[config.mk]
export PLATFORM = sky130hd
export DESIGN_NAME = tvm_buffer_writer_flat
export DESIGN_NICKNAME = d
export VERILOG_FILES = /design/src/rtl/tvm_buffer_pkg.sv /design/src/rtl/tvm_buffer_writer_if.sv /design/src/rtl/tvm_buffer_writer_stride_gen.sv /design/src/rtl/tvm_buffer_writer.sv /design/src/flat_wrapper.sv
export SDC_FILE = /design/constraint.sdc
export NUM_CORES = 1
export LEC_CHECK = 0
export ABC_AREA = 1
export ABC_CLOCK_PERIOD_IN_PS = 3000
export CORE_ASPECT_RATIO = 1.5
export CORE_MARGIN = 2
export CORE_UTILIZATION = 40
export DETAILED_ROUTE_END_ITERATION = 12
export GPL_TIMING_DRIVEN = 0
export PLACE_DENSITY = 0.69
export SYNTH_ARGS = -nofsm -noshare
export SYNTH_HDL_FRONTEND = slang
export SYNTH_HIERARCHICAL = 1
export SYNTH_SLANG_ARGS = --single-unit
[constraint.sdc]
create_clock -name clk -period 3 [get_ports clk]
set_input_delay 0.75 -clock clk [delete_from_list [all_inputs] [get_ports clk]]
set_output_delay 0.75 -clock clk [all_outputs]
set_load 0.005 [all_outputs]
[src/rtl/tvm_buffer_pkg.sv]
// Shared definitions for the tvm_buffer writer: FSM state encoding and
// default command field widths.
package tvm_buffer_pkg;

  localparam int unsigned CMD_DATA_WIDTH = 8;
  localparam int unsigned CMD_LEN_WIDTH  = 16;

  typedef enum logic [1:0] {
    ST_IDLE = 2'd0,
    ST_RUN  = 2'd1,
    ST_DONE = 2'd2
  } wr_state_e;

endpackage

[src/rtl/tvm_buffer_writer_if.sv]
// Command and write-port bundle between the burst writer and its environment.
// The master modport is the writer's view; slave is the environment's view.
interface tvm_buffer_writer_if
  import tvm_buffer_pkg::*;
#(
  parameter int DATA_WIDTH    = CMD_DATA_WIDTH,
  parameter int LEN_WIDTH     = CMD_LEN_WIDTH,
  parameter int WR_ADDR_WIDTH = 1
);

  logic                     cmd_valid;
  logic                     cmd_ready;
  logic [DATA_WIDTH-1:0]    cmd_base;
  logic [DATA_WIDTH-1:0]    cmd_stride;
  logic [LEN_WIDTH-1:0]     cmd_len;
  logic                     write_valid;
  logic                     write_ready;
  logic                     write_advance;
  logic [WR_ADDR_WIDTH-1:0] write_addr;
  logic [DATA_WIDTH-1:0]    write_data;
  logic                     busy;
  logic                     done;

  modport master (
    input  cmd_valid, cmd_base, cmd_stride, cmd_len, write_ready,
    output cmd_ready, write_valid, write_advance, write_addr, write_data,
           busy, done
  );

  modport slave (
    output cmd_valid, cmd_base, cmd_stride, cmd_len, write_ready,
    input  cmd_ready, write_valid, write_advance, write_addr, write_data,
           busy, done
  );

endinterface

[src/rtl/tvm_buffer_writer_stride_gen.sv]
// Word generator: data accumulator, window offset and remaining-word counter.
// Flags for the word currently presented are precomputed one step ahead.
module tvm_stride_gen
  import tvm_buffer_pkg::*;
#(
  parameter int DATA_WIDTH    = CMD_DATA_WIDTH,
  parameter int LEN_WIDTH     = CMD_LEN_WIDTH,
  parameter int WR_WINDOW     = 1,
  parameter int WR_ADDR_WIDTH = 1
) (
  input  logic                     clk,
  input  logic                     rst,
  input  logic                     load,
  input  logic                     step,
  input  logic [DATA_WIDTH-1:0]    base,
  input  logic [DATA_WIDTH-1:0]    stride,
  input  logic [LEN_WIDTH-1:0]     len,
  output logic [DATA_WIDTH-1:0]    data,
  output logic [WR_ADDR_WIDTH-1:0] addr,
  output logic                     advance,
  output logic                     last
);

  localparam logic [WR_ADDR_WIDTH-1:0] ADDR_ZERO = {WR_ADDR_WIDTH{1'b0}};
  localparam logic [WR_ADDR_WIDTH-1:0] ADDR_ONE  = WR_ADDR_WIDTH'(1);
  localparam logic [WR_ADDR_WIDTH-1:0] ADDR_LAST = WR_ADDR_WIDTH'(WR_WINDOW - 1);
  localparam logic [LEN_WIDTH-1:0]     LEN_ONE   = LEN_WIDTH'(1);
  localparam logic [LEN_WIDTH-1:0]     LEN_TWO   = LEN_WIDTH'(2);

  logic [DATA_WIDTH-1:0]    acc_r;
  logic [DATA_WIDTH-1:0]    stride_r;
  logic [LEN_WIDTH-1:0]     remain_r;
  logic [WR_ADDR_WIDTH-1:0] addr_r;
  logic                     adv_r;
  logic                     last_r;
  logic [WR_ADDR_WIDTH-1:0] addr_nxt_s;

  // Next window offset, wrapping at the end of the window
  always_comb begin
    addr_nxt_s = ADDR_ZERO;
    if (addr_r == ADDR_LAST) begin
      addr_nxt_s = ADDR_ZERO;
    end else begin
      addr_nxt_s = addr_r + ADDR_ONE;
    end
  end

  // Accumulator, offset and down-counter; remain counts words still to send
  always_ff @(posedge clk or negedge rst) begin
    if (!rst) begin
      acc_r    <= {DATA_WIDTH{1'b0}};
      stride_r <= {DATA_WIDTH{1'b0}};
      remain_r <= {LEN_WIDTH{1'b0}};
      addr_r   <= ADDR_ZERO;
      adv_r    <= 1'b0;
      last_r   <= 1'b0;
    end else if (load) begin
      acc_r    <= base;
      stride_r <= stride;
      remain_r <= len;
      addr_r   <= ADDR_ZERO;
      adv_r    <= (ADDR_ZERO == ADDR_LAST) || (len == LEN_ONE);
      last_r   <= (len == LEN_ONE);
    end else if (step) begin
      acc_r    <= acc_r + stride_r;
      remain_r <= remain_r - LEN_ONE;
      addr_r   <= addr_nxt_s;
      adv_r    <= (addr_nxt_s == ADDR_LAST) || (remain_r == LEN_TWO);
      last_r   <= (remain_r == LEN_TWO);
    end else begin
      acc_r    <= acc_r;
      stride_r <= stride_r;
      remain_r <= remain_r;
      addr_r   <= addr_r;
      adv_r    <= adv_r;
      last_r   <= last_r;
    end
  end

  assign data    = acc_r;
  assign addr    = addr_r;
  assign advance = adv_r;
  assign last    = last_r;

endmodule

[src/rtl/tvm_buffer_writer.sv]
// Burst writer: turns a (base, stride, len) command into a stream of
// windowed writes toward tvm_buffer, one word per cycle when not stalled.
module tvm_buffer_writer
  import tvm_buffer_pkg::*;
#(
  parameter int DATA_WIDTH    = CMD_DATA_WIDTH,
  parameter int LEN_WIDTH     = CMD_LEN_WIDTH,
  parameter int WR_WINDOW     = 1,
  parameter int WR_ADVANCE    = 1,
  parameter int WR_ADDR_WIDTH = 1
) (
  input logic                 clk,
  input logic                 rst,
  tvm_buffer_writer_if.master bus
);

  if (WR_ADVANCE != WR_WINDOW) begin : g_bad_advance
    $error("tvm_buffer_writer: WR_ADVANCE must equal WR_WINDOW");
  end
  if ((WR_WINDOW < 1) || ((2 ** WR_ADDR_WIDTH) < WR_WINDOW)) begin : g_bad_addr_width
    $error("tvm_buffer_writer: WR_ADDR_WIDTH too small for WR_WINDOW");
  end

  wr_state_e                state_r;
  logic                     cmd_ready_r;
  logic                     write_valid_r;
  logic                     busy_r;
  logic                     done_r;
  logic                     load_s;
  logic                     step_s;
  logic                     last_s;
  logic                     adv_s;
  logic [DATA_WIDTH-1:0]    data_s;
  logic [WR_ADDR_WIDTH-1:0] addr_s;

  // Command handshake and word-transfer strobes for the generator
  always_comb begin
    load_s = 1'b0;
    step_s = 1'b0;
    if (state_r == ST_IDLE) begin
      load_s = bus.cmd_valid & cmd_ready_r;
    end else if (state_r == ST_RUN) begin
      step_s = write_valid_r & bus.write_ready;
    end else begin
      load_s = 1'b0;
      step_s = 1'b0;
    end
  end

  tvm_stride_gen #(
    .DATA_WIDTH    (DATA_WIDTH),
    .LEN_WIDTH     (LEN_WIDTH),
    .WR_WINDOW     (WR_WINDOW),
    .WR_ADDR_WIDTH (WR_ADDR_WIDTH)
  ) u_stride_gen (
    .clk     (clk),
    .rst     (rst),
    .load    (load_s),
    .step    (step_s),
    .base    (bus.cmd_base),
    .stride  (bus.cmd_stride),
    .len     (bus.cmd_len),
    .data    (data_s),
    .addr    (addr_s),
    .advance (adv_s),
    .last    (last_s)
  );

  // Control FSM; cmd_ready stays low during reset and rises on the first edge after
  always_ff @(posedge clk or negedge rst) begin
    if (!rst) begin
      state_r       <= ST_IDLE;
      cmd_ready_r   <= 1'b0;
      write_valid_r <= 1'b0;
      busy_r        <= 1'b0;
      done_r        <= 1'b0;
    end else begin
      case (state_r)
        ST_IDLE: begin
          done_r <= 1'b0;
          if (load_s) begin
            cmd_ready_r <= 1'b0;
            if (bus.cmd_len != {LEN_WIDTH{1'b0}}) begin
              state_r       <= ST_RUN;
              write_valid_r <= 1'b1;
              busy_r        <= 1'b1;
            end else begin
              state_r <= ST_DONE;
              done_r  <= 1'b1;
            end
          end else begin
            cmd_ready_r <= 1'b1;
          end
        end
        ST_RUN: begin
          if (step_s && last_s) begin
            state_r       <= ST_DONE;
            write_valid_r <= 1'b0;
            busy_r        <= 1'b0;
            done_r        <= 1'b1;
          end else begin
            state_r <= ST_RUN;
          end
        end
        ST_DONE: begin
          state_r     <= ST_IDLE;
          done_r      <= 1'b0;
          cmd_ready_r <= 1'b1;
        end
        default: begin
          state_r       <= ST_IDLE;
          cmd_ready_r   <= 1'b0;
          write_valid_r <= 1'b0;
          busy_r        <= 1'b0;
          done_r        <= 1'b0;
        end
      endcase
    end
  end

  assign bus.cmd_ready     = cmd_ready_r;
  assign bus.write_valid   = write_valid_r;
  assign bus.write_advance = write_valid_r & adv_s;
  assign bus.write_addr    = addr_s;
  assign bus.write_data    = data_s;
  assign bus.busy          = busy_r;
  assign bus.done          = done_r;

endmodule
[src/flat_wrapper.sv]
// flat-port wrapper written by rule: the top's interface ports become plain ports
module tvm_buffer_writer_flat import tvm_buffer_pkg::*;
#(
  parameter int DATA_WIDTH    = CMD_DATA_WIDTH,
  parameter int LEN_WIDTH     = CMD_LEN_WIDTH,
  parameter int WR_WINDOW     = 1,
  parameter int WR_ADVANCE    = 1,
  parameter int WR_ADDR_WIDTH = 1
)
  (clk, rst, bus_cmd_valid, bus_cmd_base, bus_cmd_stride, bus_cmd_len, bus_write_ready, bus_cmd_ready, bus_write_valid, bus_write_advance, bus_write_addr, bus_write_data, bus_busy, bus_done);
  tvm_buffer_writer_if #(.DATA_WIDTH(DATA_WIDTH), .LEN_WIDTH(LEN_WIDTH), .WR_ADDR_WIDTH(WR_ADDR_WIDTH)) bus_i ();
  input logic clk;
  input logic rst;
  input wire logic [$bits(bus_i.cmd_valid)-1:0] bus_cmd_valid;
  input wire logic [$bits(bus_i.cmd_base)-1:0] bus_cmd_base;
  input wire logic [$bits(bus_i.cmd_stride)-1:0] bus_cmd_stride;
  input wire logic [$bits(bus_i.cmd_len)-1:0] bus_cmd_len;
  input wire logic [$bits(bus_i.write_ready)-1:0] bus_write_ready;
  output wire logic [$bits(bus_i.cmd_ready)-1:0] bus_cmd_ready;
  output wire logic [$bits(bus_i.write_valid)-1:0] bus_write_valid;
  output wire logic [$bits(bus_i.write_advance)-1:0] bus_write_advance;
  output wire logic [$bits(bus_i.write_addr)-1:0] bus_write_addr;
  output wire logic [$bits(bus_i.write_data)-1:0] bus_write_data;
  output wire logic [$bits(bus_i.busy)-1:0] bus_busy;
  output wire logic [$bits(bus_i.done)-1:0] bus_done;
  assign bus_i.cmd_valid = bus_cmd_valid;
  assign bus_i.cmd_base = bus_cmd_base;
  assign bus_i.cmd_stride = bus_cmd_stride;
  assign bus_i.cmd_len = bus_cmd_len;
  assign bus_i.write_ready = bus_write_ready;
  assign bus_cmd_ready = bus_i.cmd_ready;
  assign bus_write_valid = bus_i.write_valid;
  assign bus_write_advance = bus_i.write_advance;
  assign bus_write_addr = bus_i.write_addr;
  assign bus_write_data = bus_i.write_data;
  assign bus_busy = bus_i.busy;
  assign bus_done = bus_i.done;
  tvm_buffer_writer #(.DATA_WIDTH(DATA_WIDTH), .LEN_WIDTH(LEN_WIDTH), .WR_WINDOW(WR_WINDOW), .WR_ADVANCE(WR_ADVANCE), .WR_ADDR_WIDTH(WR_ADDR_WIDTH)) u_core (.clk(clk), .rst(rst), .bus(bus_i));
endmodule
==> flow_metrics.tcl, run 1 <==
set metrics [dict create \
    grt_pass1_vias 2445 \
    timing.final.crit_share_pct 72.99 \
    finalNonFillerCells 488 \
    antenna_left 0 \
    synth_cells 357 \
    r2r_cells 10 \
    synth-main-ff-cell "dfrtp_1" \
    clkTransAtPathRegs_ns 0.08 \
    die-area_mm2 0.007098 \
    maxCapViolations 0 \
    synth-simple-area-share_pct 37.91 \
    crit_arrival_ns 2.37 \
    register_area_um2 975.9 \
    r2r-start "u_core/state_r[1]$_DFFE_PN0N_" \
    antenna_found_initial 0 \
    start_kind "input port" \
    wl_um 6590 \
    overflow 0 \
    synth_top_family_by_area "simple AND/OR/NAND/NOR gates" \
    crit_family "buffers and inverters" \
    cts-buffers-inserted 5 \
    num_antenna_cells 0 \
    synth_area_per_cell_um2 7.202 \
    vias_per_cell 5.102 \
    finalClockSkew_ns 0.01060 \
    period_minus_slack_ns 2.190 \
    synth_warnings 6 \
    critPathBufInv 4 \
    grt_max_degree 22 \
    muxShareOfSynthArea_pct 0 \
    grt_util_all_layers_pct 18.96 \
    num_io_pins 50 \
    relSlewSlack_pct 64.88 \
    slew_viol_final 0 \
    dr_total_vias 2490 \
    p_total_uw 3076 \
    die_h_um 102.2 \
    drt_iter0_drc 141 \
    vdd_drop_max_mv 0.4631 \
    portBuffers 48 \
    die_w_um 69.46 \
    r2r_slack_ns 1.24 \
    power_density_mw_per_mm2 941.7 \
    gp_congestion 0.8542 \
    initial_utilization_pct 41.64 \
    end_kind "flip-flop" \
    synth_xor_area_share_pct 1.655 \
    firstDrtPassIters 5 \
    slowest_delay_ns 0.45 \
    place_hpwl_um 5123 \
    async_flop_share_pct 100.0 \
    ctsHtreeMaxLevel 2 \
    r2r-end "u_core/u_stride_gen/remain_r[15]$_DFFE_PN0P_" \
    rsz0062_at_grt "no" \
    cts_hold_buf 0 \
    outcome "finished, final reports clean" \
    cts_resized 0 \
    synth-edff-count 0 \
    nNetsFinal 459 \
    clock_latency_ns 0.29 \
    root_buffer "clkbuf_8" \
    synth_compound_area_share_pct 9.635 \
    worst_pin_slew_ns 0.5268 \
    synth_area_leaders "dfrtp_1, nand2_1, nand3_1" \
    grt_pass1_wl_um 10660 \
    drc_errors 0 \
    cp_max_fo 10 \
    ys_types 36 \
    placed_cells 480 \
    rows 35 \
    p_leak_uw 0.001603 \
    ys_ff_latch 39 \
    wl_per_cell_um 13.50 \
    min_path_type "in2async" \
    synth_common_cells "nand2_1, dfrtp_1, nor2_1" \
    syn_nets 403 \
    synthToLayoutAreaGrowth_pct 27.06 \
    yosys.area.top_type_share_pct 37.96 \
    timing.fmax_ghz 0.4567 \
    worstPathRequired_ns 3.18 \
    hold_viol 0 \
    criticalPathCategory "in2reg" \
    clk_path_buf_depth 2 \
    cts.sinks 39 \
    setup_viol 0 \
    path_cells "clkdlybuf4s50_1 -> nand2_1 -> nor3_2 -> inv_2 -> nand2_2 -> inv_2 -> buf_2 -> a22oi_1 -> nand2_1" \
    cp_slowest_cell "clkdlybuf4s50_1" \
    yosys.cell_count.top_type "nand2_1" \
    ys_seq_area_share_pct 37.96 \
    synth_area_mm2 0.002571 \
    cts_tree "yes" \
    fin_setup_tns_ns 0 \
    fill_cells 613 \
    multi_input_area_mm2 0.001401 \
    postCtsSetupBuffers 0 \
    synthAdderAreaFrac_pct 5.158 \
    synth_top_area_cell "dfrtp_1" \
    core-area_mm2 0.006175 \
    drive_above_1_share_pct 10.39 \
]
[layout make-up]
type	count	share of cell area [%]
Multi-Input combinational cell	273	42.90
Inverter	35	4.098
Sequential cell	39	29.87
Buffer	10	1.838
Tap cell	74	2.834
Timing Repair Buffer	49	15.40
Clock buffer	8	3.064
[cells by family after synthesis]
group           Yosys count
simple gates            221
buf+inv                  45
flops                    39
compound gates           37
fa+ha+maj                10
xor+xnor                  4
other cells               1
[worst max-delay path by stage]
stage | slack, ns | startpoint | end | cells past startpoint
2_1_floorplan | 1.24 | bus_write_ready | u_core/u_stride_gen/remain_r[9]$_DFFE_PN0P_ | 8
3_3_place_gp | 0.15 | rst | u_core/u_stride_gen/remain_r[2]$_DFFE_PN0P_ | 1
3_5_place_dp | 0.50 | bus_write_ready | u_core/u_stride_gen/remain_r[11]$_DFFE_PN0P_ | 9
4_1_cts | 0.80 | bus_write_ready | u_core/u_stride_gen/remain_r[11]$_DFFE_PN0P_ | 9
5_1_grt | 0.70 | bus_write_ready | u_core/u_stride_gen/data[5]$_DFFE_PN0P_ | 9
6_report | 0.81 | bus_write_ready | u_core/u_stride_gen/remain_r[15]$_DFFE_PN0P_ | 9
[registers in the layout, summed over array words and instances, names as in the netlist]
register                      cells
u_core/u_stride_gen/stride_r      8
u_core/u_stride_gen/data          8
u_core/u_stride_gen/advance       1
u_core/u_stride_gen/remain_r     16
u_core/bus.done                   1
u_core/bus.busy                   1
u_core/u_stride_gen/last          1
u_core/bus.cmd_ready              1
u_core/state_r                    2
[through the flow]
step	setup WS (ns)	cell area, um^2	hold WS [ns]	utilization, %
floorplan	1.240	2571	0.4400	-
global placement	0.1464	3144	0.4529	50.92
detailed placement	0.4980	3167	0.4568	51.29
CTS	0.8022	3267	0.4323	52.91
global route	0.7023	3267	0.4454	52.91
finish	0.8103	3267	0.4194	52.91
[metal layers]
metal / wire, um / share of wire [%] / global-route usage [%]
met2: 3586 / 54 / 37.13
met1: 2580 / 39 / 20.37
met5: 0 / 0 / 0
met4: 97 / 1.5 / 7.843
met3: 326 / 4.9 / 2.465
[layout by cell type (no fill, tap or decap), drive strengths merged]
| master | count |
|---|---|
| o221ai | 2 |
| fa | 1 |
| conb | 1 |
| inv | 35 |
| or2 | 3 |
| ha | 9 |
| nand2 | 129 |
| buf | 9 |
| xor2 | 2 |
| nand3 | 35 |
| dfrtp | 39 |
| clkdlybuf4s50 | 47 |
| o211ai | 4 |
| nand3b | 5 |
| a21oi | 10 |
| nand4 | 1 |
| xnor2 | 2 |
| nor3 | 1 |
| clkbuf | 11 |
| o21ai | 6 |
| a22oi | 14 |
| nor2 | 47 |
| a21boi | 1 |
[report_power, final]
| part | internal, uW | switching [uW] | total [uW] |
|---|---|---|---|
| clock network | 210 | 180 | 390 |
| registers | 754 | 228 | 982 |
| logic | 718 | 986 | 1700 |
[worst reg2reg max path, stage by stage (launching register included)]
cell and delay (ns):
dfrtp_1 0.43, nor2_2 0.20, nand3_1 0.11, inv_2 0.07
buf_4 0.16, inv_2 0.08, nand2_2 0.12, inv_2 0.04
buf_2 0.20, a22oi_1 0.18, nand2_1 0.08
(Power assumes the default switching activity.)
==> run 2, diff against run 1 <==
- ABC_CLOCK_PERIOD_IN_PS: 3000 -> 1950
- PLACE_DENSITY: 0.69 -> 0.72
- clock period: 3 -> 1.95 ns (I/O delays scaled with it)
==> run 2 against run 1 <==
Effect of this change:
- worst setup slack lost 0.70 ns
- largest cell class unchanged
- wire length shrank 0.90%
- register-to-register slack worse by 1.1 ns
- via count grew 0.48%
==> flow_metrics.tcl, run 2 (synthesis gave the netlist of run 1 again) <==
set metrics [dict create \
    slew_viol_final 0 \
    p_total_uw 4738 \
    crit_arrival_ns 2.03 \
    drive_above_1_share_pct 10.63 \
    die_h_um 102.2 \
    nNetsFinal 459 \
    vias_per_cell 5.127 \
    largest_reg_flops 16 \
    stdcell_area_mm2 0.003257 \
    die_w_um 69.46 \
    root_buffer "clkbuf_8" \
    cts_tree "yes" \
    r2r_cells 10 \
    num_antenna_cells 0 \
    regMostFlops "u_core/u_stride_gen/remain_r" \
    drt_iter0_drc 121 \
    criticalPathCategory "in2reg" \
    setup_viol 0 \
    timing.fmax_ghz 0.5436 \
    wl_um 6531 \
    worst_pin_slew_ns 0.8972 \
    placed_cells 479 \
    cts_hold_buf 0 \
    grt_util_all_layers_pct 19.16 \
    overflow 0 \
    clkTransAtPathRegs_ns 0.08 \
    final_util_pct 52.75 \
    end_kind "flip-flop" \
    initial_utilization_pct 41.64 \
    start_kind "input port" \
    cts.sinks 39 \
    antenna_found_initial 0 \
    outcome "finished, final reports clean" \
    rsz0062_at_grt "no" \
    relSlewSlack_pct 40.18 \
    num_io_pins 50 \
    grt_pass1_wl_um 10850 \
    clock_latency_ns 0.30 \
    crit_family "buffers and inverters" \
    path_cells "clkdlybuf4s50_1 -> nand2_1 -> nor3_4 -> inv_2 -> nand2_2 -> inv_2 -> buf_2 -> a22oi_1 -> nand2_1" \
    cp.depth 9 \
    grt_max_degree 40 \
    placed_cell_area_mm2 0.003139 \
    firstDrtPassIters 4 \
    wl_per_cell_um 13.38 \
    hold_viol 0 \
    place_hpwl_um 5005 \
    drc_errors 0 \
    finalNonFillerCells 488 \
    clk_path_buf_depth 2 \
    maxCapViolations 0 \
    vdd_drop_max_mv 0.7050 \
    slowest_delay_ns 0.45 \
    mostFrequentLayoutCell "nand2_1" \
    portBuffers 48 \
    layout.cells.most_common_list "nand2_1, clkdlybuf4s50_1, dfrtp_1" \
    gp_congestion 0.8646 \
    rows 35 \
    power_density_mw_per_mm2 1455 \
    min_path_type "in2async" \
    ctsHtreeMaxLevel 2 \
    grt_pass1_vias 2410 \
    cp_slowest_cell "clkdlybuf4s50_1" \
    period_minus_slack_ns 1.840 \
    critPathBufInv 4 \
    cp_max_fo 10 \
    cts-buffers-inserted 5 \
    core-area_mm2 0.006175 \
    finalClockSkew_ns 0.007608 \
    dr_total_vias 2502 \
    timing.final.crit_share_pct 94.35 \
    worstPathRequired_ns 2.14 \
    synthToLayoutAreaGrowth_pct 26.67 \
    p_leak_uw 0.001593 \
    antenna_left 0 \
    hold-worst-slack_ns 0.3165 \
    die-area_mm2 0.007098 \
]
## run 2: path summary, 6_finish.rpt
path / slack (ns) / to / startpoint
hold reg to reg: 0.47 / u_core/u_stride_gen/advance$_DFFE_PN0P_ / u_core/u_stride_gen/advance$_DFFE_PN0P_
setup reg to reg: 0.14 / u_core/u_stride_gen/remain_r[14]$_DFFE_PN0P_ / u_core/state_r[1]$_DFFE_PN0N_
hold / removal: 0.32 / u_core/u_stride_gen/stride_r[1]$_DFFE_PN0P_ / rst
min in group clk: 0.47 / u_core/u_stride_gen/advance$_DFFE_PN0P_ / u_core/u_stride_gen/advance$_DFFE_PN0P_
max in group asynchronous: 1.08 / u_core/state_r[1]$_DFFE_PN0N_ / rst
setup / recovery: 0.11 / u_core/u_stride_gen/remain_r[14]$_DFFE_PN0P_ / bus_write_ready
## run 2: power by group
part | switching (uW) | leakage (uW) | internal (uW)
clock | 296 | 0.0000505 | 322
sequential | 348 | 0.000485 | 1160
combinational | 1500 | 0.00106 | 1110
## run 2: what timing repair did
| action | 4_1_cts | 5_1_grt |
|---|---|---|
| buffers inserted | 0 | 1 |
| gates resized for setup | 0 | 1 |
| setup endpoints to repair | 0 | 17 |
## run 2: final cells by class
type	instances	area, um^2
timing repair buffer	49	483.0
clock inverter	1	7.507
multi-input combinational	273	1408
inverter	35	133.9
buffer	10	60.06
sequential	39	975.9
clock buffer	7	96.34
tap	74	92.59
fill	603	2918
## run 2: layer usage
| metal | track usage, % | routed length [um] |
|---|---|---|
| met3 | 3.057 | 242 |
| met2 | 35.58 | 3448 |
| met4 | 8.899 | 208 |
| met1 | 21.47 | 2632 |
| met5 | 0 | 0 |
## run 2: through the flow
stage | setup WS, ns | setup TNS [ns]
2_1_floorplan | 0.4311 | 0
3_3_place_gp | -0.6029 | -28.82
3_5_place_dp | -0.2901 | -5.439
4_1_cts | 0.02125 | 0
5_1_grt | 0.002510 | 0
6_report | 0.1103 | 0
==> run 3, diff against run 2 <==
- GPL_ROUTABILITY_DRIVEN: unset -> 1
- PLACE_DENSITY: 0.72 -> 0.67
==> run 3 against run 2 <==
Effect of this change:
- sequential power about the same
- via count decreased by 0.60%
- design area increased by 1.6%
- core utilization increased by 0.85 points
- global-route usage increased by 0.92 points
- flip-flop and latch count unchanged
- clock skew increased by 0.00085 ns
- wire length increased by 3.2%
- worst setup slack got worse by 0.0076 ns
- hold slack got worse by 0.24 ns
- maximum frequency decreased by 0.41%
- largest power group unchanged
- highest routed layer unchanged
==> flow_metrics.tcl, run 3 (synthesis gave the netlist of run 1 again) <==
set metrics [dict create \
    maxCapViolations 0 \
    setup_viol 0 \
    relSlewSlack_pct 64.43 \
    clock_latency_ns 0.29 \
    crit_family "buffers and inverters" \
    finalClockSkew_ns 0.008461 \
    drc_errors 0 \
    timing.fmax_ghz 0.5413 \
    largest_reg_flops 16 \
    wl_per_cell_um 13.73 \
    vdd_drop_max_mv 0.7932 \
    start_kind "input port" \
    die_w_um 69.46 \
    slew_viol_final 0 \
    pwr-share-seq_pct 31.6 \
    nNetsFinal 462 \
    cp_slowest_cell "clkdlybuf4s50_1" \
    cts-buffers-inserted 5 \
    rows 35 \
    firstDrtPassIters 4 \
    worst_pin_slew_ns 0.5336 \
    worstPathRequired_ns 2.12 \
    switchingPower_uw 2188 \
    portBuffers 48 \
    fin_setup_tns_ns 0 \
    final_util_pct 53.60 \
    crit_top_cell "inv_2" \
    placed_cell_area_mm2 0.003159 \
    critPathBufInv 4 \
    p_total_uw 4808 \
    layout.cells.most_common_list "nand2_1, clkdlybuf4s50_1, dfrtp_1" \
    crit_arrival_ns 2.02 \
    cts_tree "yes" \
    cts.sinks 39 \
    power.internal_uw 2620 \
    antenna_left 0 \
    core-area_mm2 0.006175 \
    grt_pass1_vias 2462 \
    min_path_type "in2async" \
    mostFrequentLayoutCell "nand2_1" \
    wl_um 6741 \
    die-area_mm2 0.007098 \
    grt_pass1_wl_um 11140 \
    p_leak_uw 0.001618 \
    end_kind "flip-flop" \
    root_buffer "clkbuf_8" \
    power_density_mw_per_mm2 1453 \
    outcome "finished, final reports clean" \
    clk_path_buf_depth 2 \
    num_io_pins 50 \
    drt_iter0_drc 115 \
    power_switching_share_pct 45.51 \
    cp_max_fo 10 \
    antenna_found_initial 0 \
    pwr-share-comb_pct 55.7 \
    slowest_delay_ns 0.46 \
    hold_viol 0 \
    gp_congestion 0.9179 \
    p_clk_share_pct 12.7 \
    initial_utilization_pct 41.64 \
    ctsHtreeMaxLevel 2 \
    synthToLayoutAreaGrowth_pct 28.71 \
    criticalPathCategory "in2reg" \
    timing.final.crit_share_pct 94.74 \
    dr_total_vias 2487 \
    drive_above_1_share_pct 11.51 \
    period_minus_slack_ns 1.847 \
    path_cells "clkdlybuf4s50_1 -> nand2_1 -> nor3_4 -> inv_2 -> nand2_4 -> inv_2 -> buf_2 -> a22oi_1 -> o21ai_1" \
    vias_per_cell 5.065 \
    overflow 0 \
    regMostFlops "u_core/u_stride_gen/remain_r" \
    grt_util_all_layers_pct 20.08 \
    clkTransAtPathRegs_ns 0.08 \
    grt_max_degree 28 \
    stdcell_area_mm2 0.003309 \
    place_hpwl_um 5206 \
    die_h_um 102.2 \
    num_antenna_cells 0 \
    hold-worst-slack_ns 0.08023 \
]
-- run 3: path summary, 6_finish.rpt --
check / slack, ns / cells past startpoint / start / to
worst max-delay path: 0.10 / 9 / bus_write_ready / u_core/u_stride_gen/remain_r[9]$_DFFE_PN0P_
worst min-delay path: 0.08 / 1 / rst / u_core/u_stride_gen/stride_r[6]$_DFFE_PN0P_
worst max register to register: 0.19 / 10 / u_core/state_r[1]$_DFFE_PN0N_ / u_core/u_stride_gen/remain_r[9]$_DFFE_PN0P_
worst min register to register: 0.47 / 1 / u_core/u_stride_gen/advance$_DFFE_PN0P_ / u_core/u_stride_gen/advance$_DFFE_PN0P_
max in group asynchronous: 1.41 / 2 / rst / u_core/u_stride_gen/remain_r[3]$_DFFE_PN0P_
min in group clk: 0.47 / 1 / u_core/u_stride_gen/advance$_DFFE_PN0P_ / u_core/u_stride_gen/advance$_DFFE_PN0P_
-- run 3: routing by layer --
layer  routed length (um)  track usage, %  vias to the layer above
li1                     -               -                     1262
met2                 3588           37.50                       54
met5                    0               0                        -
met4                  240           10.26                        0
met1                 2691           22.21                     1154
met3                  219           2.761                       17
-- run 3: per-stage QoR --
step | setup slack [ns] | std cells
floorplan | 0.4311 | 357
global placement | -0.6659 | 479
detailed placement | -0.2843 | 480
CTS | 0.02035 | 488
global route | -0.01700 | 491
finish | 0.1027 | 491
-- run 3: layout make-up --
| type | instances | area, um^2 |
|---|---|---|
| multi-input combinational | 273 | 1426 |
| tap | 74 | 92.59 |
| fill | 599 | 2865 |
| timing repair buffer | 52 | 518.0 |
| clock buffer | 8 | 100.1 |
| inverter | 35 | 136.4 |
| sequential | 39 | 975.9 |
| buffer | 10 | 60.06 |
-- run 3: power by group through the flow --
stage	sequential, uW	clock (uW)	combinational (uW)
5_1_grt	1580	658	3020
6_report	1520	612	2680
3_3_place_gp	1510	0	2540
2_1_floorplan	1450	0	1820
3_5_place_dp	1520	0	2610
4_1_cts	1510	627	2620
-- run 3: repair_timing --
action	4_1_cts	5_1_grt
hold buffers	0	0
setup endpoints to repair	0	17
resized for setup	0	7
buffers inserted	0	3
==> RTL change 1, RTL diff (config.mk and constraints of run 3) <==
Set the package constant `CMD_LEN_WIDTH` to 8 (it was 16).
--- a/src/rtl/tvm_buffer_pkg.sv
+++ b/src/rtl/tvm_buffer_pkg.sv
@@ -4,5 +4,5 @@
 
   localparam int unsigned CMD_DATA_WIDTH = 8;
-  localparam int unsigned CMD_LEN_WIDTH  = 16;
+  localparam int unsigned CMD_LEN_WIDTH  = 8;
 
   typedef enum logic [1:0] {
Ports: changed (resized bus_cmd_len); port bits go from 50 to 42. The function was not compared with the original's and may differ.
==> RTL change 1 against run 3 <==
  * Clock skew decreased by 0.0034 ns
  * Worst setup slack improved by 0.078 ns
  * Largest power group unchanged
  * Synthesized area shrank 27%
  * Sequential cell count down 8
  * Design area is 26% lower
  * Clock power decreased by 21%
  * Register-to-register slack improved by 0.05 ns
  * Power shrank 24%
  * Routed wire length down 36%
  * Hold slack better by 0.17 ns
==> RTL change 1: results <==
export IMPL_clock_area_share_pct=3.33
export IMPL_postCtsSetupRepairBufs=0
export IMPL_clockBufferDepth=2
export IMPL_comb_multi_input_count=174
export IMPL_layout_cells_non_filler=352
export IMPL_grt_first_pass_wirelength_um=7390
export IMPL_inv_count=28
export IMPL_syn_nets=278
export IMPL_pre_cts_slack_ns=-0.184
export IMPL_routabilityCongestion=0.819
export IMPL_wl_per_cell_um=12.3
export IMPL_seq_share_pct=31.7
export IMPL_synth_area_leaders="dfrtp_1 (41%), nand2_1 (14%), ha_1 (6.0%)"
export IMPL_drive_above_1_share_pct=9.38
export IMPL_core_area_mm2=0.00454
export IMPL_first_iter_violations=69
export IMPL_nNonClkBuffers=47
export IMPL_cp_arrival_ns=1.28
export IMPL_grt_max_degree=32
export IMPL_total_power_mw=3.64
export IMPL_finalClockSkew_ns=0.00507
export IMPL_grt_usage_pct=19.0
export IMPL_crit_fanout=5
export IMPL_place_hpwl_um=3210
export IMPL_io_buffer_count=40
export IMPL_outcome="finished, final reports clean"
export IMPL_synth_yosys_seq_area_share_pct=41.2
export IMPL_ys_types=32
export IMPL_fillers=447
export IMPL_layout_nonclk_buf_share_pct=18.4
export IMPL_clockBufferCount=7
export IMPL_p_per_area_mw_per_mm2=1490
export IMPL_dp_cells=344
export IMPL_multi_input_area_um2=951
export IMPL_synth_common_cells="nand2_1 (70), dfrtp_1 (31), inv_1 (24)"
export IMPL_routed_via_count=1744
export IMPL_p_leak_nw=1.19
export IMPL_ir_drop_mv=0.662
export IMPL_syn_inst=240
==> RTL change 1: power breakdown <==
part	switching [mW]	internal, mW
logic	1.05	0.921
clock network	0.234	0.250
registers	0.248	0.940
total	1.53	2.11
==> RTL change 1: routing by layer <==
metal	track usage (%)	up-vias	share of wire (%)	routed length (µm)
li1	-	870	-	-
met1	20.1	804	38	1630
met2	33.8	58	52	2260
met3	4.73	12	6.6	286
met4	9.29	0	3.3	144
met5	0	-	0	0
==> RTL change 1: repair_timing <==
action / CTS / global route
hold endpoints to repair: 0 / 0
gates resized for setup: 0 / 1
setup endpoints to repair: 0 / 3
==> RTL change 1: critical path, stage by stage (launching register included) <==
cell and delay, ns:
dfrtp_1 0.40, buf_4 0.12, clkdlybuf4s50_1 0.48
==> RTL change 1: kinds of logic after synthesis <==
| kind of cell | share of synthesized area (%) |
|---|---|
| simple gates | 29.5 |
| buf+inv | 8.51 |
| compound gates | 11.6 |
| flops | 41.2 |
| fa+ha+maj | 7.05 |
| xor+xnor | 1.86 |
| other cells | 0.199 |
==> RTL change 1: path summary, 6_finish.rpt <==
check                                                   startpoint                                     endpoint  slack (ns)  depth (start not counted)
max                                    u_core/bus.busy$_DFFE_PN0P_                              bus_write_valid        0.18                          2
min                                                            rst      u_core/u_stride_gen/data[3]$_DFFE_PN0P_        0.25                          1
max reg2reg                          u_core/state_r[0]$_DFFE_PN0N_      u_core/u_stride_gen/data[2]$_DFFE_PN0P_        0.24                          8
min reg2reg                u_core/u_stride_gen/advance$_DFFE_PN0P_      u_core/u_stride_gen/advance$_DFFE_PN0P_        0.47                          1
max in group asynchronous                                      rst  u_core/u_stride_gen/remain_r[7]$_DFFE_PN0P_        1.25                          1
min in group clk           u_core/u_stride_gen/advance$_DFFE_PN0P_      u_core/u_stride_gen/advance$_DFFE_PN0P_        0.47                          1
==> RTL change 2, RTL diff (config.mk and constraints of run 3) <==
Without the edit above. Re-encode `wr_state_e` (3 states) as one-hot, 3 bits wide.
--- a/src/rtl/tvm_buffer_pkg.sv
+++ b/src/rtl/tvm_buffer_pkg.sv
@@ -6,8 +6,8 @@
   localparam int unsigned CMD_LEN_WIDTH  = 16;
 
-  typedef enum logic [1:0] {
-    ST_IDLE = 2'd0,
-    ST_RUN  = 2'd1,
-    ST_DONE = 2'd2
+  typedef enum logic [2:0] {
+    ST_IDLE = 3'b001,
+    ST_RUN  = 3'b010,
+    ST_DONE = 3'b100
   } wr_state_e;
 
Check against the original RTL: same outputs for any inputs over 10 cycles, from zero or initial values and one cycle with rst low; not proved beyond that.
==> RTL change 2 against run 3 <==
  * Sequential power is 3% higher
  * Synthesized area is 2.4% higher
  * Power is 3.1% higher
  * Sequential cell count is 1 higher
  * Final cell count is 1.6% higher
  * Largest power group unchanged
  * Worst setup slack worse by 0.029 ns
  * First-iteration DRC count is 6.1% lower
  * Routed wire length is 0.21% lower
  * Clock power is 23% higher
  * Critical path type unchanged
  * Global-route usage is 0.16 points lower
  * Maximum frequency is 1.6% lower
  * Clock skew is 0.0015 ns lower
  * Design area is 1.9% higher
==> RTL change 2: results <==
export IMPL_numCtsBuffers=5
export IMPL_first_iter_violations=108
export IMPL_wl_per_cell_um=13.5
export IMPL_finalClockSkew_ns=0.00697
export IMPL_pre_cts_slack_ns=-0.313
export IMPL_place_hpwl_um=5120
export IMPL_finalHoldWorstSlack_ns=0.0769
export IMPL_syn_avg_cell_area_um2=7.23
export IMPL_vias_per_cell=5.07
export IMPL_clk_pin_slew_ns=0.08
export IMPL_largest_reg_flops=16
export IMPL_ys_flop_type="dfrtp_1"
export IMPL_grt_pass1_vias=2514
export IMPL_cp_arrival_ns=2.06
export IMPL_fin_ws_ns=0.0735
export IMPL_synth_xor_area_share_pct=1.62
export IMPL_grt_antenna_before_repair=0
export IMPL_synth_common_cells="nand2_1 (121), nor2_1 (45), dfrtp_1 (39)"
export IMPL_drive_above_1_share_pct=12.3
export IMPL_grt_first_pass_wirelength_um=11400
export IMPL_grt_max_degree=29
export IMPL_synthAdderAreaFrac_pct=5.04
export IMPL_reg2reg_slack_ns=0.10
export IMPL_outcome="finished, final reports clean"
export IMPL_r2r_start="u_core/state_r[0]$_DFFE_PN1N_"
export IMPL_hold_class="input port to async pin"
export IMPL_synth_compound_area_share_pct=9.79
export IMPL_nets=468
export IMPL_routabilityCongestion=0.836
export IMPL_ir_drop_mv=0.706
export IMPL_grt_usage_pct=19.9
export IMPL_synth_yosys_seq_area_share_pct=38.1
export IMPL_fillers=668
export IMPL_syn_nets=410
export IMPL_setup_worst_path_start="bus_cmd_valid"
export IMPL_layout_cells_non_filler=499
export IMPL_ys_types=37
export IMPL_r2r_end="u_core/u_stride_gen/remain_r[11]$_DFFE_PN0P_"
export IMPL_dp_cells=489
export IMPL_p_leak_nw=1.66
export IMPL_rr_worst_depth=9
export IMPL_synth_area_leaders="dfrtp_1 (37%), nand2_1 (17%), nor2_1 (6.4%)"
[RTL change 2: cell count changes in the layout (fill, tap and decap cells not counted), moves of 2 or more]
cell | run 3 | this run
nor2_1 | 38 | 44
nand2_4 | 3 | 1
nand3_1 | 35 | 30
nand3_2 | 0 | 2
nand2_1 | 123 | 120
clkbuf_1 | 4 | 2
nand2_2 | 3 | 6
a21oi_1 | 9 | 11
[RTL change 2: per-layer routing]
metal  vias to the layer above  part of all wire, %  global-route usage [%]
li1                       1287                    -                       -
met1                      1174                   41                    20.9
met2                        60                   53                    39.3
met3                        11                  3.8                    2.81
met4                         0                  2.2                    8.28
met5                         -                    0                       0
[RTL change 2: area by class of cell]
| type | instances | area [µm²] | area share, % |
|---|---|---|---|
| multi-input cells | 278 | 1440 | 42.7 |
| flip-flops and latches | 40 | 1000 | 29.7 |
| repair buffers | 51 | 510 | 15.1 |
| inverters | 36 | 138 | 4.08 |
| clock buffers | 7 | 96.3 | 2.86 |
| well taps | 76 | 95.1 | 2.82 |
| plain buffers | 10 | 61.3 | 1.82 |
| clock inverters | 1 | 30.0 | 0.891 |
[RTL change 2: power by group through the flow]
stage | Clock (mW) | Combinational [mW] | Sequential (mW)
global route | 0.800 | 3.00 | 1.63
floorplan | 0 | 1.84 | 1.51
detailed placement | 0 | 2.60 | 1.58
global placement | 0 | 2.54 | 1.57
CTS | 0.773 | 2.61 | 1.57
finish | 0.754 | 2.63 | 1.57
[RTL change 2: worst reg2reg max path, stage by stage (launching register included)]
cell     delay, ns
dfstp_2       0.57
nand3_2       0.13
nor2_4        0.16
buf_4         0.17
inv_2         0.07
nand2_2       0.13
inv_2         0.05
buf_2         0.19
a22oi_1       0.20
nand2_1       0.07
